## config.mk

```make
export PLATFORM = sky130hd
export DESIGN_NAME = seg_scan
export DESIGN_NICKNAME = d
export VERILOG_FILES = /design/src/rtl/seg_scan.sv
export SDC_FILE = /design/constraint.sdc
export NUM_CORES = 1
export LEC_CHECK = 0
export ABC_CLOCK_PERIOD_IN_PS = 2500
export BUFFER_PORTS_ARGS = -buffer_cell sky130_fd_sc_hd__buf_2
export CAP_MARGIN = 25
export CORE_MARGIN = 8
export CORE_UTILIZATION = 53
export CTS_BUF_LIST = sky130_fd_sc_hd__clkbuf_4 sky130_fd_sc_hd__clkbuf_8
export CTS_CLUSTER_SIZE = 40
export DETAILED_ROUTE_END_ITERATION = 12
export PLACE_DENSITY = 0.84
export SLEW_MARGIN = 40
export SYNTH_ARGS = -nofsm -noshare
export SYNTH_HDL_FRONTEND = slang
export SYNTH_SLANG_ARGS = --single-unit
```

## constraint.sdc

```tcl
create_clock -name clk -period 2.5 [get_ports clk]
set_clock_uncertainty 0.05 [all_clocks]
set_input_delay 0.25 -clock clk [delete_from_list [all_inputs] [get_ports clk]]
set_output_delay 0.25 -clock clk [all_outputs]
set_load 0.02 [all_outputs]
```

## src/rtl/seg_scan.sv

```systemverilog
// Time-multiplexed 7-segment scanner: one digit per slot, dead time at the start of
// each slot, frame-coherent shadow of the display data and a frame-complete strobe.
module seg_scan #(
  parameter int NUM_DIGITS      = 6,
  parameter int TICKS_PER_DIGIT = 50000,
  parameter int BLANK_TICKS     = 5000,
  parameter bit SEL_ACTIVE_HIGH = 1'b1,
  parameter bit SEG_ACTIVE_HIGH = 1'b1
) (
  input  logic                    clk,
  input  logic                    rst,
  input  logic [4*NUM_DIGITS-1:0] data,
  input  logic [NUM_DIGITS-1:0]   dp,
  input  logic                    en,
  input  logic                    lz_blank,
  output logic [NUM_DIGITS-1:0]   seg_sel,
  output logic [7:0]              seg_led,
  output logic                    frame_done
);

  localparam int TW = (TICKS_PER_DIGIT > 1) ? $clog2(TICKS_PER_DIGIT) : 1;
  localparam int DW = (NUM_DIGITS > 1) ? $clog2(NUM_DIGITS) : 1;
  localparam logic [TW-1:0] TICK_LAST  = TW'(TICKS_PER_DIGIT - 1);
  localparam logic [TW-1:0] BLANK_LAST = (BLANK_TICKS > 0) ? TW'(BLANK_TICKS - 1) : '0;
  localparam logic [DW-1:0] DIGIT_LAST = DW'(NUM_DIGITS - 1);
  localparam logic [NUM_DIGITS-1:0] SEL_OFF = SEL_ACTIVE_HIGH ? '0 : '1;
  localparam logic [7:0] LED_OFF = SEG_ACTIVE_HIGH ? 8'h00 : 8'hFF;

  typedef enum logic [1:0] {
    IDLE  = 2'd0,
    BLANK = 2'd1,
    DRIVE = 2'd2
  } state_t;

  state_t                  state_q, state_d;
  logic [TW-1:0]           tick_q, tick_d;
  logic [DW-1:0]           digit_q, digit_d;
  logic [4*NUM_DIGITS-1:0] data_sh_q, data_sh_d;
  logic [NUM_DIGITS-1:0]   dp_sh_q, dp_sh_d;
  logic                    lz_sh_q, lz_sh_d;
  logic [NUM_DIGITS-1:0]   sel_q, sel_d;
  logic [7:0]              led_q, led_d;
  logic                    fd_q, fd_d;

  logic [NUM_DIGITS-1:0]   sel_oh;
  logic [3:0]              nib;
  logic                    lz_hide;
  logic [7:0]              seg_raw;

  function automatic logic [6:0] hex7(input logic [3:0] n);
    case (n)
      4'h0: hex7 = 7'h3F;
      4'h1: hex7 = 7'h06;
      4'h2: hex7 = 7'h5B;
      4'h3: hex7 = 7'h4F;
      4'h4: hex7 = 7'h66;
      4'h5: hex7 = 7'h6D;
      4'h6: hex7 = 7'h7D;
      4'h7: hex7 = 7'h07;
      4'h8: hex7 = 7'h7F;
      4'h9: hex7 = 7'h6F;
      4'hA: hex7 = 7'h77;
      4'hB: hex7 = 7'h7C;
      4'hC: hex7 = 7'h39;
      4'hD: hex7 = 7'h5E;
      4'hE: hex7 = 7'h79;
      4'hF: hex7 = 7'h71;
      default: hex7 = 7'h00;
    endcase
  endfunction

  function automatic logic [3:0] nibble_at(input logic [4*NUM_DIGITS-1:0] d,
                                           input logic [DW-1:0] idx);
    nibble_at = 4'h0;
    for (int i = 0; i < NUM_DIGITS; i++) begin
      if (idx == DW'(i)) nibble_at = d[4*i +: 4];
      else nibble_at = nibble_at;
    end
  endfunction

  // True when nibble idx and every more-significant nibble are zero.
  function automatic logic upper_zero(input logic [4*NUM_DIGITS-1:0] d,
                                      input logic [DW-1:0] idx);
    upper_zero = 1'b1;
    for (int i = 0; i < NUM_DIGITS; i++) begin
      if (DW'(i) >= idx && d[4*i +: 4] != 4'h0) upper_zero = 1'b0;
      else upper_zero = upper_zero;
    end
  endfunction

  // Current digit's one-hot select and active-high segment pattern
  always_comb begin
    for (int i = 0; i < NUM_DIGITS; i++) begin
      sel_oh[i] = (digit_q == DW'(i));
    end
    nib     = nibble_at(data_sh_q, digit_q);
    lz_hide = lz_sh_q && (digit_q != '0) && upper_zero(data_sh_q, digit_q);
    seg_raw = {|(sel_oh & dp_sh_q), lz_hide ? 7'h00 : hex7(nib)};
  end

  // Scan sequencer; outputs are computed from the present state and registered
  always_comb begin
    state_d   = state_q;
    tick_d    = tick_q;
    digit_d   = digit_q;
    data_sh_d = data_sh_q;
    dp_sh_d   = dp_sh_q;
    lz_sh_d   = lz_sh_q;
    sel_d     = SEL_OFF;
    led_d     = LED_OFF;
    fd_d      = 1'b0;
    if (!en) begin
      state_d = IDLE;
      tick_d  = '0;
      digit_d = '0;
    end else begin
      case (state_q)
        IDLE: begin
          tick_d    = '0;
          digit_d   = '0;
          data_sh_d = data;
          dp_sh_d   = dp;
          lz_sh_d   = lz_blank;
          state_d   = (BLANK_TICKS == 0) ? DRIVE : BLANK;
        end
        BLANK: begin
          tick_d = tick_q + TW'(1);
          if (tick_q == BLANK_LAST) state_d = DRIVE;
          else state_d = BLANK;
        end
        DRIVE: begin
          sel_d = SEL_ACTIVE_HIGH ? sel_oh : ~sel_oh;
          led_d = SEG_ACTIVE_HIGH ? seg_raw : ~seg_raw;
          if (tick_q == TICK_LAST) begin
            tick_d  = '0;
            state_d = (BLANK_TICKS == 0) ? DRIVE : BLANK;
            // Shadow reloads only as the scan wraps back into digit 0.
            if (digit_q == DIGIT_LAST) begin
              fd_d      = 1'b1;
              digit_d   = '0;
              data_sh_d = data;
              dp_sh_d   = dp;
              lz_sh_d   = lz_blank;
            end else begin
              digit_d = digit_q + DW'(1);
            end
          end else begin
            tick_d = tick_q + TW'(1);
          end
        end
        default: begin
          state_d = IDLE;
          tick_d  = '0;
          digit_d = '0;
        end
      endcase
    end
  end

  // State, shadow and output registers
  always_ff @(posedge clk) begin
    if (rst) begin
      state_q   <= IDLE;
      tick_q    <= '0;
      digit_q   <= '0;
      data_sh_q <= '0;
      dp_sh_q   <= '0;
      lz_sh_q   <= 1'b0;
      sel_q     <= SEL_OFF;
      led_q     <= LED_OFF;
      fd_q      <= 1'b0;
    end else begin
      state_q   <= state_d;
      tick_q    <= tick_d;
      digit_q   <= digit_d;
      data_sh_q <= data_sh_d;
      dp_sh_q   <= dp_sh_d;
      lz_sh_q   <= lz_sh_d;
      sel_q     <= sel_d;
      led_q     <= led_d;
      fd_q      <= fd_d;
    end
  end

  assign seg_sel    = sel_q;
  assign seg_led    = led_q;
  assign frame_done = fd_q;

endmodule
```

Yosys cells after proc, flatten, opt, wreduce, memory -nomap -nowiden
Memory sizes are Yosys's and may differ from the RTL's. A register that Yosys moved wholly into a read port is not among the register bits.
Cells that the tools add are included.
Widths: inputs -> output; s select.
{ "word_totals": {"reg_bits": 60, "rom_bits": 112, "inputBits": 34, "memories": 1} }
{ "op_classes": {"addsub": 2, "magnitude_cmp": 6, "eq_ne": 11, "muxes": 30, "bitwise": 5, "reduce_logical": 25} }
{ "memory_table": {"columns": ["memory", "words", "word_bits", "read_ports", "rd_ports_with_merged_regs", "write_ports", "line", "rtl"], "rows": [
  ["(no name shown)", 16, 7, 1, 1, 0, "51", "case (n)"]
]} }
{ "ops": {"columns": ["op", "n"], "rows": [
  ["$mux 24", 2],
  ["$pmux 24 s2", 1],
  ["$pmux 16 s2", 1],
  ["$mux 4", 6],
  ["$reduce_bool 4->1", 6],
  ["$add 16x1->16 const B", 1],
  ["$eq 16x13->1 const B", 1],
  ["$eq 16x16->1 const B", 1],
  ["$mux 16", 1],
  ["$mux 6", 2],
  ["$pmux 6 s2", 1],
  ["$mux 1", 9],
  ["$logic_and 1x1->1", 8],
  ["$reduce_or 4->1", 2],
  ["$and 6x6->6", 1],
  ["$eq 3x2->1 const B", 2],
  ["$eq 3x3->1 const B", 2],
  ["$ge 1x3->1 const A", 2],
  ["$ge 2x3->1 const A", 2],
  ["$ge 3x3->1 const A", 2],
  ["$mux 3", 2],
  ["$pmux 2 s3", 1],
  ["$pmux 3 s2", 1],
  ["$reduce_or 6->1", 1],
  ["other kinds (16)", 21]
]} }

Depth between registers and ports, before layout
Gate-level depths: netlist of run 1.
{ "depth": {"ltp_word": 10, "depth_mapped": 13} }

Worst setup path before layout of run 1
No wires, ideal clock.
{ "synth_path": {"path_type": "reg-to-reg", "start": "register digit_q[1]", "end": "register led_q[1] (netlist: seg_led[1])", "arrival_time_ns": 2.519, "required_time_ns": 2.359, "setup_slack_ns": -0.160, "path_stages_with_launch": 14, "path_buffers": 2, "period_less_slack_ns": 2.660, "cell_sequence": "dfxtp_1 -> buf_2 -> inv_1 -> ha_1 -> clkbuf_1 -> a211oi_1 -> a21oi_1 -> a221oi_1 -> a31o_2 -> inv_1 -> ha_1 -> mux2i_1 -> nor2_1 -> a311oi_1"} }
{ "synth_via": {"elab_chain_cells": 10} }
{ "synth_lines": {"columns": ["item", "line", "rtl"], "rows": [
  ["start: declaration", "37", "logic [DW-1:0] digit_q, digit_d;"],
  ["start signal: assignment", "175", "digit_q <= digit_d;"],
  ["$ge 1x3->1", "86", "if (DW'(i) >= idx && d[4*i +: 4] != 4'h0) upper_zero = 1'b0;"],
  ["$logic_and 1x1->1", "86", null],
  ["$mux 1 (6 in a row)", "86", null],
  ["$logic_and 1x1->1", "97", "lz_hide = lz_sh_q && (digit_q != '0) && upper_zero(data_sh_q, digit_q);"],
  ["$reduce_or 4->1 (no source line)", null, null],
  ["end: declaration", "42", "logic [7:0] led_q, led_d;"]
]} }
Several ways; a longest one is shown, not always the timed one.
A chain may end at the register's enable or synchronous reset.

Final worst setup path of run 1
{ "layout_path": {"start": "register digit_q[1]", "end": "register led_q[3] (netlist: seg_led[3])"} }
Same word-level chain as after synthesis.

==> results of run 1 <==
## final cells by class
| cell class | instances | area [µm²] |
|---|---|---|
| Clock buffer | 12 | 153 |
| Sequential cell | 67 | 1350 |
| Clock inverter | 3 | 15.0 |
| Timing Repair Buffer | 60 | 347 |
| Inverter | 15 | 56.3 |
| Multi-Input combinational cell | 260 | 1780 |
| Fill cell | 509 | 2170 |
| Tap cell | 75 | 93.8 |
## worst min-delay path: cells and delay by family
| kind | cells | cell delay, ns |
|---|---|---|
| buffers and inverters | 1 | 0.07 |
| muxes | 1 | 0.05 |
| and+or+nand+nor | 1 | 0.07 |
## state kept, by name, indices dropped and copies added, names as in the netlist
signal and count:
data_sh_q 24, tick_q 16, seg_led 8, dp_sh_q 6
seg_sel 6, digit_q 3, state_q 2, frame_done 1
lz_sh_q 1
## synth_stat cells (all sizes together) (2+ instances only)
master,instances
a21oi,16
nor2b,2
nand2,22
nand2b,4
nand4b,3
o21bai,2
nor3b,2
a211o,2
o41ai,2
o21ai,8
nand3,16
mux2i,33
a22oi,2
nand4,5
xnor2,6
a211oi,9
buf,8
and2,5
nor2,61
nor3,4
dfxtp,67
inv,15
a31oi,3
and3,5
a311oi,2
ha,15
nor4,5
clkbuf,6
xor2,8
## where the power goes
group	switching (mW)	internal (mW)
Clock	0.372	0.398
Sequential	0.0293	1.10
Combinational	0.106	0.100
## stage by stage
stage | worst slack, ns | hold WS [ns] | std cells | power (mW)
after floorplan | 0.00897 | 0.272 | 357 | 1.29
after global placement | 0.161 | 0.379 | 477 | 1.34
after detailed placement | 0.0358 | 0.402 | 477 | 1.35
after CTS | 0.0312 | 0.0852 | 492 | 2.12
after global routing | 0.0192 | 0.106 | 492 | 2.20
final | 0.166 | 0.0958 | 492 | 2.11
## per-layer routing
metal  global-route usage  routed length (µm)
met1                0.213                3300
met2                0.295                3690
met3               0.0444                 449
met4                0.101                 251
met5                    0                   0
## final timing paths
path                                 from                   endpoint  slack [ns]  depth (start not counted)
setup reg to reg  digit_q[1]$_SDFFE_PP0P_      seg_led[3]$_SDFF_PP0_        0.17                         11
hold reg to reg      tick_q[0]$_SDFF_PP0_       tick_q[0]$_SDFF_PP0_        0.41                          1
setup / recovery  digit_q[1]$_SDFFE_PP0P_      seg_led[3]$_SDFF_PP0_        0.17                         11
hold / removal                    data[7]  data_sh_q[7]$_SDFFE_PP0P_         0.1                          3
## cell families after synthesis
family                   Yosys count
flip-flops                        67
AND/OR/NAND/NOR                  140
XOR/XNOR                          14
multiplexers                      33
buffers and inverters             30
adder cells (fa/ha/maj)           15
AO/OA/AOI/OAI                     58
## cells in the final DEF, fill, tap and decap left out, drive strengths merged, types with 5 or more instances in the layout
master  count
xnor2       6
nand3      16
inv        15
ha         15
nand2      22
and2        5
buf        60
o21ai       8
nor2       61
clkbuf     12
dfxtp      67
a21oi      16
nand4       5
and3        5
nor4        5
xor2        8
mux2i      33
a211oi      9
## timing repair
item                                    CTS  global route
setup buffers                             0             0
gates resized for setup                   0            11
endpoints found under the setup margin    0             5
==> results.yml, run 1 <==
detailed_routing:
  vias_per_cell: 5.63
  drt_wl_total_um: 7690
  ant_nets: 0
  first_pass_iters: 4
  via_count: 2770
  drtIter0Drc: 157
  post_drt_wl_per_cell_um: 15.6
  route.detailed.drc: 0
grt:
  grtUsageTotal: 0.181
  antenna_found_initial: 0
  grt_max_degree: 21
  grt.overflow.total: 0
  grt_pass1_vias: 2774
  grt_pass1_wl_um: 12700
setup_path:
  cp_top_family: "compound AO/OA/AOI/OAI gates"
  arrival_ns: 2.54
  crit_path_end_kind: "flop"
  path_class: "reg2reg"
  crit_chain: "inv_1 -> ha_2 -> buf_6 -> a211oi_1 -> a221o_1 -> a32o_2 -> buf_4 -> ha_1 -> nor2_1 -> a21oi_1 -> a211oi_2"
  slowest_stage: "dfxtp_4"
  crit_fanout: 12
  cp_slowest_stage_delay_ns: 0.37
  critPathLaunchType: "flop"
  crit_buf_inv: 3
  required_ns: 2.70
yosys:
  synth_top_cell_by_area: "dfxtp_1"
  synth-simple-area-share: 0.212
  synth_compound_area_frac: 0.124
  synth_cell_types: 56
  synth-edff-count: 0
  synth_top_area_frac: 0.409
  ys_ff_latch: 67
  synthFlopType: "dfxtp_1"
  synthesis.nets: 406
  syn_inst: 357
  synthMuxAreaShare: 0.101
  synthTopCellsByArea: "dfxtp_1 (41%), mux2i_1 (10%), nor2_1 (7.0%)"
  synth-xor-area-share: 0.0374
  synthAdderAreaFrac: 0.0572
  yosys_warnings: 0
  avgSynthCellArea_um2: 9.19
  async_flop_share: 0
  ys_seq_area_frac: 0.409
  synth_area_um2: 3280
  synth_top_family_by_area: "simple AND/OR/NAND/NOR gates"
clock_network:
  htreeDepth: 3
  ctsRootBufferMaster: "clkbuf_8"
  cts_buffers: 9
  cts.sinks: 67
  cts_tree: "done"
  clk_latency_ns: 0.34
  cts_hold_buf: 0
  cts_buffer_depth: 2
  clkTransAtPathRegs_ns: 0.07
pwr:
  power_density_nw_per_um2: 556
  leakage_nw: 1.61
  ir_worst_vdd_v: 0.000425
sta:
  setup_violations: 0
  maxSlewViolCount: 0
  maxSlewHeadroom: 0.592
  fmax_ghz: 0.428
  tightest_slew_ns: 0.612
  final.setup.tns_ns: 0
  hold_viol: 0
  post-route-min-period_ns: 2.33
  min_period_over_period: 0.934
  rsz0062_at_grt: "false"
die:
  die_y_um: 94.7
  fp.coreArea_um2: 5960
  ios: 49
  rows: 28
  start_util: 0.551
  die_w_um: 94.7
  dieArea_um2: 8960
cells_and_area:
  syn2layout_area_growth_pct: 15.5
  antenna_cells: 0
  stdcell_area_um2: 3790
  layout.nets: 462
  drive_gt1_frac: 0.228
  fin_util: 0.636
place:
  place_hpwl_um: 5630
  io_buffers: 48
  dpl-instance-area_um2: 3580
  gp_congestion: 0.968
status:
  status: "complete, no violations"
job:
  cap_violations: 0
min_path:
  hold_path.class: "in2reg"
(Power assumes the default switching activity.)
==> run 2: changes to the inputs <==
--- a/config.mk
+++ b/config.mk
@@ -9,5 +9,4 @@
 export BUFFER_PORTS_ARGS = -buffer_cell sky130_fd_sc_hd__buf_2
 export CAP_MARGIN = 25
-export CORE_MARGIN = 8
 export CORE_UTILIZATION = 53
 export CTS_BUF_LIST = sky130_fd_sc_hd__clkbuf_4 sky130_fd_sc_hd__clkbuf_8
==> constraint.sdc (replaced) <==
create_clock -name clk -period 2.5 [get_ports clk]
set_clock_uncertainty 0.05 [all_clocks]
set_input_delay 0.5 -clock clk [delete_from_list [all_inputs] [get_ports clk]]
set_output_delay 0.5 -clock clk [all_outputs]
set_load 0.02 [all_outputs]
==> results.yml, run 2 (synthesis gave the netlist of run 1 again) <==
setup_path:
  required_ns: 2.72
  arrival_ns: 2.63
  critPathLaunchType: "flop"
  crit_path_end_kind: "flop"
  path_class: "reg2reg"
  crit_fanout: 9
die:
  start_util: 0.551
  rows: 28
  ios: 49
  fp.coreArea_um2: 5960
  dieArea_um2: 6510
  die_y_um: 80.7
  die_w_um: 80.7
cells_and_area:
  antenna_cells: 0
  fin_util: 0.638
  fillCellCount: 500
  largest_reg_flops: 24
  drive_gt1_frac: 0.217
  final_common_cell: "dfxtp_1"
  layout.nets: 464
  finalNonFillerCells: 495
  syn2layout_area_growth_pct: 15.8
  largest-register: "data_sh_q"
  final_cell_mix: "dfxtp_1 (66), nor2_1 (61), buf_2 (48)"
  stdcell_area_um2: 3800
grt:
  grt_pass1_wl_um: 11700
  grt_max_degree: 24
  grt_pass1_vias: 2568
  grtUsageTotal: 0.237
  antenna_found_initial: 0
  grt.overflow.total: 0
place:
  dpl-instance-area_um2: 3590
  gp_congestion: 0.972
  dp.cells: 479
  io_buffers: 48
  place_hpwl_um: 5120
sta:
  hold_viol: 0
  maxSlewHeadroom: 0.599
  final.setup.tns_ns: 0
  fmax_ghz: 0.415
  setup_violations: 0
  tightest_slew_ns: 0.601
  post-route-min-period_ns: 2.41
  maxSlewViolCount: 0
  min_period_over_period: 0.965
detailed_routing:
  via_count: 2780
  ant_nets: 0
  post_drt_wl_per_cell_um: 14.4
  drtIter0Drc: 285
  first_pass_iters: 4
  drt_wl_total_um: 7130
  route.detailed.drc: 0
  vias_per_cell: 5.62
clock_network:
  htreeDepth: 3
  ctsRootBufferMaster: "clkbuf_8"
  cts.sinks: 67
  clk_latency_ns: 0.35
  clkTransAtPathRegs_ns: 0.07
  cts_buffer_depth: 2
  cts_tree: "done"
  cts_buffers: 9
pwr:
  leakage_nw: 1.63
  ir_worst_vdd_v: 0.000432
  power_density_nw_per_um2: 581
  total_power_mw: 2.21
job:
  cap_violations: 0
status:
  status: "complete, no violations"
min_path:
  hold_path.class: "in2reg"
-- run 2: changes by cell type in the layout (fill, tap and decap cells not counted), sizes merged --
cell    change
clkinv      -2
buf         +2
clkbuf      +3
-- run 2: power breakdown --
group	switching (mW)	total [mW]	internal, mW
clock	0.389	0.879	0.490
sequential	0.0271	1.13	1.10
combinational	0.103	0.202	0.0997
-- run 2: what timing repair did --
action                     4_1_cts  5_1_grt
hold buffers                     0        0
setup endpoints to repair        0        4
setup buffers                    0        0
gates resized for setup          0        2
-- run 2: metrics by stage --
step / worst slack (ns) / hold WS, ns
after floorplan: 0.00897 / 0.363
after global placement: 0.173 / 0.375
after detailed placement: 0.0627 / 0.390
after CTS: 0.0322 / 0.332
after global routing: -0.000633 / 0.339
final: 0.0885 / 0.340
-- run 2: final timing paths --
kind,startpoint,end,slack [ns],depth (start not counted)
worst max-delay path,digit_q[0]$_SDFFE_PP0P_,seg_led[0]$_SDFF_PP0_,0.09,9
worst min-delay path,data[17],data_sh_q[17]$_SDFFE_PP0P_,0.34,3
worst max register to register,digit_q[0]$_SDFFE_PP0P_,seg_led[0]$_SDFF_PP0_,0.09,9
worst min register to register,tick_q[0]$_SDFF_PP0_,tick_q[0]$_SDFF_PP0_,0.40,1
-- run 2: area by class of cell --
type	instances	area [µm²]	area share
clock inverter	1	5.00	0.00132
clock buffer	15	194	0.0511
sequential	67	1350	0.354
timing repair buffer	62	358	0.0942
multi-input combinational	260	1750	0.460
inverter	15	56.3	0.0148
tap	75	93.8	0.0247
-- run 2: worst max-delay path: stages, from the launching register on --
cell	delay, ns
dfxtp_1	0.31
inv_1	0.15
ha_2	0.30
buf_4	0.15
nand2b_1	0.12
a21oi_1	0.10
a2111o_1	0.46
a21oi_1	0.32
o21ai_0	0.15
a21oi_1	0.20
-- run 2: layer usage --
layer / part of all wire / GRT usage
met2: 0.47 / 0.384
met5: 0 / 0
met3: 0.080 / 0.0693
met4: 0.026 / 0.109
met1: 0.42 / 0.287
